## config.mk

```make
export PLATFORM = sky130hd
export DESIGN_NAME = tt_scanner
export DESIGN_NICKNAME = d
export VERILOG_FILES = /design/src/rtl/tt_pkg.sv /design/src/rtl/tt_settle_timer.sv /design/src/rtl/tt_scanner.sv
export SDC_FILE = /design/constraint.sdc
export NUM_CORES = 1
export LEC_CHECK = 0
export ABC_CLOCK_PERIOD_IN_PS = 3170
export CORE_AREA = 3 3 40 42
export DETAILED_ROUTE_END_ITERATION = 7
export DIE_AREA = 0 0 43 45
export DONT_BUFFER_PORTS = 1
export PLACE_DENSITY = 0.65
export SLEW_MARGIN = 20
export SYNTH_ARGS = -nofsm -noshare
export SYNTH_HDL_FRONTEND = slang
export SYNTH_SLANG_ARGS = --single-unit
```

## constraint.sdc

```tcl
create_clock -name clk -period 3.17 [get_ports clk]
set_input_delay 0.634 -clock clk [delete_from_list [all_inputs] [get_ports clk]]
set_output_delay 0.634 -clock clk [all_outputs]
set_load 0.01 [all_outputs]
```

## src/rtl/tt_pkg.sv

```systemverilog
// Shared types and limits for the truth-table scanner.
// Latency: n/a (declarations only).
// Backpressure: n/a.
package tt_pkg;

    typedef enum logic [1:0] {
        IDLE   = 2'd0,
        DRIVE  = 2'd1,
        SAMPLE = 2'd2,
        DONE   = 2'd3
    } state_t;

    localparam int N_IN_MIN   = 1;
    localparam int N_IN_MAX   = 6;
    localparam int SETTLE_MIN = 1;
    localparam int SETTLE_MAX = 65535;

    // Number of rows in the truth table of an n-input block.
    function automatic int tbl_w(input int n);
        return 1 << n;
    endfunction

endpackage

```

## src/rtl/tt_settle_timer.sv

```systemverilog
// Down-counter measuring the dwell of one applied vector.
// Latency: term asserts combinationally in the cycle the count reaches zero while enabled.
// Backpressure: none; load has priority over enable.
//   clk, rst_n : clock, synchronous active-low reset
//   load/load_val : preset the count
//   en : count down this cycle
//   term : enabled and count is zero (last dwell cycle)
module tt_settle_timer #(
    parameter int W = 1
) (
    input  logic         clk,
    input  logic         rst_n,
    input  logic         load,
    input  logic [W-1:0] load_val,
    input  logic         en,
    output logic         term
);

    logic [W-1:0] cnt;

    always_ff @(posedge clk) begin
        if (!rst_n) begin
            cnt <= '0;
        end else if (load) begin
            cnt <= load_val;
        end else if (en && (cnt != '0)) begin
            cnt <= cnt - 1'b1;
        end
    end

    assign term = en && (cnt == '0);

endmodule

```

## src/rtl/tt_scanner.sv

```systemverilog
// Clocked exerciser: walks all 2**N_IN input vectors, samples s_in, builds truth table + minterm count.
// Latency: SETTLE+1 cycles per vector; done rises 2**N_IN*(SETTLE+1)+1 edges after start is taken.
// Backpressure: none; start is ignored while a scan is running.
//   clk, rst_n   : clock, synchronous active-low reset
//   start        : one-cycle scan request (accepted in IDLE or DONE)
//   s_in         : output of the exercised block
//   vec_out      : vector applied to the block (MSB = first input)
//   vec_valid    : vec_out is being applied
//   busy / done  : scan running / table_out complete
//   table_out    : bit k = sampled s_in for vector k
//   minterm_cnt  : number of ones in table_out
// Optional TT_SCANNER_CHECK_EN: exp_table input, mismatch / first_bad outputs.
module tt_scanner
    import tt_pkg::*;
#(
    parameter int N_IN   = 2,
    parameter int SETTLE = 1
) (
    input  logic                 clk,
    input  logic                 rst_n,
    input  logic                 start,
    input  logic                 s_in,
    output logic [N_IN-1:0]      vec_out,
    output logic                 vec_valid,
    output logic                 busy,
    output logic                 done,
    output logic [2**N_IN-1:0]   table_out,
`ifdef TT_SCANNER_CHECK_EN
    input  logic [2**N_IN-1:0]   exp_table,
    output logic                 mismatch,
    output logic [N_IN-1:0]      first_bad,
`endif
    output logic [N_IN:0]        minterm_cnt
);

    localparam int TW = tbl_w(N_IN);
    localparam int CW = (SETTLE > 1) ? $clog2(SETTLE) : 1;

    generate
        if (N_IN < N_IN_MIN || N_IN > N_IN_MAX) begin : g_bad_n_in
            $error("tt_scanner: N_IN out of range");
        end
        if (SETTLE < SETTLE_MIN || SETTLE > SETTLE_MAX) begin : g_bad_settle
            $error("tt_scanner: SETTLE out of range");
        end
    endgenerate

    state_t state;
    state_t state_nxt;

    logic   start_ok;
    logic   last_vec;
    logic   timer_load;
    logic   timer_term;

    assign start_ok = start && ((state == IDLE) || (state == DONE));
    assign last_vec = &vec_out;

    // The dwell is re-armed whenever a fresh vector goes on the bus.
    assign timer_load = start_ok || ((state == SAMPLE) && !last_vec);

    tt_settle_timer #(
        .W (CW)
    ) u_timer (
        .clk      (clk),
        .rst_n    (rst_n),
        .load     (timer_load),
        .load_val (CW'(SETTLE - 1)),
        .en       (state == DRIVE),
        .term     (timer_term)
    );

    always_comb begin
        state_nxt = state;
        vec_valid = 1'b0;
        busy      = 1'b0;
        case (state)
            IDLE: begin
                if (start) state_nxt = DRIVE;
            end
            DRIVE: begin
                vec_valid = 1'b1;
                busy      = 1'b1;
                if (timer_term) state_nxt = SAMPLE;
            end
            SAMPLE: begin
                vec_valid = 1'b1;
                busy      = 1'b1;
                state_nxt = last_vec ? DONE : DRIVE;
            end
            DONE: begin
                if (start) state_nxt = DRIVE;
            end
            default: state_nxt = IDLE;
        endcase
    end

    // done is registered from the DONE state, so it rises one edge after the
    // last sample lands and drops on the edge that accepts a restart.
    always_ff @(posedge clk) begin
        if (!rst_n) begin
            state       <= IDLE;
            vec_out     <= '0;
            done        <= 1'b0;
            table_out   <= '0;
            minterm_cnt <= '0;
        end else begin
            state <= state_nxt;
            if (start_ok) begin
                vec_out     <= '0;
                done        <= 1'b0;
                table_out   <= '0;
                minterm_cnt <= '0;
            end else if (state == SAMPLE) begin
                table_out[vec_out] <= s_in;
                minterm_cnt        <= minterm_cnt + {{N_IN{1'b0}}, s_in};
                vec_out            <= last_vec ? '0 : vec_out + 1'b1;
            end else if (state == DONE) begin
                done <= 1'b1;
            end
        end
    end

`ifdef TT_SCANNER_CHECK_EN
    // Only the first disagreeing vector is latched; later ones are ignored.
    always_ff @(posedge clk) begin
        if (!rst_n) begin
            mismatch  <= 1'b0;
            first_bad <= '0;
        end else if (start_ok) begin
            mismatch  <= 1'b0;
            first_bad <= '0;
        end else if ((state == SAMPLE) && !mismatch && (s_in != exp_table[vec_out])) begin
            mismatch  <= 1'b1;
            first_bad <= vec_out;
        end
    end
`endif

    logic unused_tw;
    assign unused_tw = (TW == 0);

endmodule

```

==> results.py <==
metrics = {
    "clock_tree": {
        "tritoncts": "yes",
        "numClockSinks": 13,
        "clock_path_buffers": 2,
        "cts.repair.resized": 0,
        "cts_buffers": 3,
        "clock_latency_ps": 270,
        "ctsHoldBuffers": 0,
        "htree_levels": 1,
        "path_clk_slew_ps": 90,
        "root_buffer": "clkbuf_4",
        "postCtsSetupRepairBufs": 0,
    },
    "sta": {
        "totalNegativeSetupSlack_ps": 0,
        "maxSlewHeadroom": 0.6228,
        "finalCritPeriodShare": 0.5863,
        "setup_viol": 0,
        "hold_ws_ps": 509.2,
        "rsz0062_at_grt": "false",
        "final_max_slew_viol_count": 0,
        "worst_pin_slew_ps": 565.8,
        "finalClockSkew_ps": 4.703,
        "hold_viol": 0,
        "max_freq_mhz": 538.1,
        "fin_crit_ps": 1858,
    },
    "grt": {
        "grt_use_total": 0.1265,
        "grt_pass1_wl_mm": 1.766,
        "antenna_found_initial": 0,
        "grt_max_degree": 16,
        "grt-ovfl-total": 0,
        "grt_pass1_vias": 423,
    },
    "worst_hold_path": {
        "holdCritStartpoint": "table_out[0]",
        "worstHoldPathType": "flip-flop to flip-flop",
        "worst_hold_path.num_cells": 2,
    },
    "die": {
        "core_area_um2": 1285,
        "dieWidth_um": 43,
        "fp-row-count": 13,
        "die_h_um": 45,
        "initial_core_util": 0.5190,
        "floorplan.die_area_um2": 1935,
        "ios": 16,
    },
    "setup_path": {
        "crit_path_end_kind": "output pin",
        "critical_path_class": "flip-flop to output pin",
        "cp-start-kind": "flip-flop",
        "setup.worst_path.start": "state[0]",
        "worstPathRequired_ps": 2540,
        "rr_worst_depth": 5,
        "cp.arrival_ps": 1220,
        "rr_startpoint": "state[0]",
        "crit_fanout": 5,
    },
    "detailed_routing": {
        "first_pass_iters": 4,
        "vias": 467,
        "wire_per_inst_um": 12.17,
        "antenna_left": 0,
        "routed_via_density": 5.247,
        "drt-total-wl_mm": 1.083,
        "wl_met2_um": 492,
        "met1_length_um": 518,
        "drc_errors": 0,
        "highest_layer": "met4",
        "wl_met3_um": 54,
        "drt-initial-drc-count": 2,
    },
    "pwr": {
        "total_power_mw": 0.4942,
        "power.leakage_nw": 0.2723,
        "powerDensity_nw_per_um2": 720.7,
        "ir_drop_uv": 314.8,
    },
    "job": {
        "maxCapViolCount": 0,
    },
    "synthesis": {
        "avgSynthCellArea_um2": 9.135,
        "synth_cell_types": 19,
        "yosysWarnings": 0,
        "ys_seq_area_frac": 0.3902,
        "synth-seq-cells": 13,
        "synth_area_um2": 666.9,
        "synth_nets": 86,
        "netlist_instances": 73,
    },
    "placement": {
        "place.gp.congestion": 0.6772,
        "port_buffers": 0,
        "dp_hpwl_um": 811.2,
    },
    "layout": {
        "area_growth_pct": 2.814,
        "nets": 88,
        "layout-drive-gt1-share": 0.1081,
        "antenna_cells": 0,
    },
    "run_status": {
        "status": "completed",
    },
}
==> sequential cells by signal (all words and copies together) (netlist names) <==
signal       flops
u_timer.cnt      1
state            2
done             1
minterm_cnt      3
vec_out          2
table_out        4
==> layout by cell type (no fill, tap or decap), drive strengths merged <==
cell type / synthesis / layout
a21boi: 1 / 1
a21oi: 5 / 5
and3b: 1 / 1
clkbuf: 0 / 4
dfxtp: 13 / 13
ha: 9 / 9
inv: 5 / 5
mux2i: 4 / 4
nand2: 12 / 12
nand2b: 2 / 2
nand3: 4 / 4
nor2: 8 / 8
nor2b: 2 / 2
nor4b: 1 / 1
o2111ai: 1 / 1
o21ai: 1 / 1
xor2: 1 / 1
==> metrics by stage <==
step / worst slack [ps] / cells / area, um2 / util
floorplan: 1570 / 73 / 666.9 / -
global placement: 1625 / 85 / 659.4 / 0.5131
detailed placement: 1586 / 85 / 659.4 / 0.5131
CTS: 1298 / 89 / 685.7 / 0.5336
global route: 1229 / 89 / 685.7 / 0.5336
finish: 1312 / 89 / 685.7 / 0.5336
==> final timing paths <==
path | endpoint | slack (ps)
hold reg to reg | table_out[0] | 510
setup reg to reg | u_timer.cnt | 1590
setup / recovery | vec_valid | 1310
hold / removal | table_out[0] | 510
==> Yosys cell counts <==
cell type  count  share of area
ha_1           9           0.17
nor4b_2        1          0.023
o21ai_0        1         0.0075
dfxtp_1       13           0.39
and3b_1        1          0.013
mux2i_1        4          0.060
nand3_1        4          0.030
nand2_1       12          0.068
nor2b_1        2          0.019
xor2_1         1          0.013
nor2_1         4          0.023
a21boi_0       1          0.011
buf_6          1          0.017
o2111ai_1      1          0.013
nor2_2         4          0.038
inv_1          5          0.028
nand2b_1       2          0.019
a21oi_1        5          0.038
buf_4          2          0.023
==> critical path: stages, from the launching register on <==
cell and delay (ps):
dfxtp_1 380, inv_1 60, ha_1 340, inv_1 180
==> logic make-up after synthesis <==
kind of cell,Yosys count,share of synthesized area
multiplexers,4,0.06004
flip-flops,13,0.3902
AO/OA/AOI/OAI,8,0.06941
buffers and inverters,8,0.06754
AND/OR/NAND/NOR,30,0.2307
adder cells (fa/ha/maj),9,0.1689
XOR/XNOR,1,0.01314
==> layout make-up <==
class / instances / area [um2]
inverter: 5 / 18.77
tap: 15 / 18.77
sequential: 13 / 260.3
fill: 130 / 599.3
clock buffer: 4 / 26.28
multi-input combinational: 52 / 361.6
==> report_power, final <==
group          internal (mW)  switching [mW]  total [mW]
combinational         0.0682           0.112       0.180
sequential             0.184          0.0255       0.209
clock                 0.0487          0.0560       0.105
==> per-layer routing <==
layer | track usage | vias to the layer above
li1 | - | 241
met1 | 0.1495 | 213
met2 | 0.1886 | 9
met3 | 0.04781 | 4
met4 | 0.09036 | 0
met5 | 0 | -
Power figures use the tool's default switching activity.
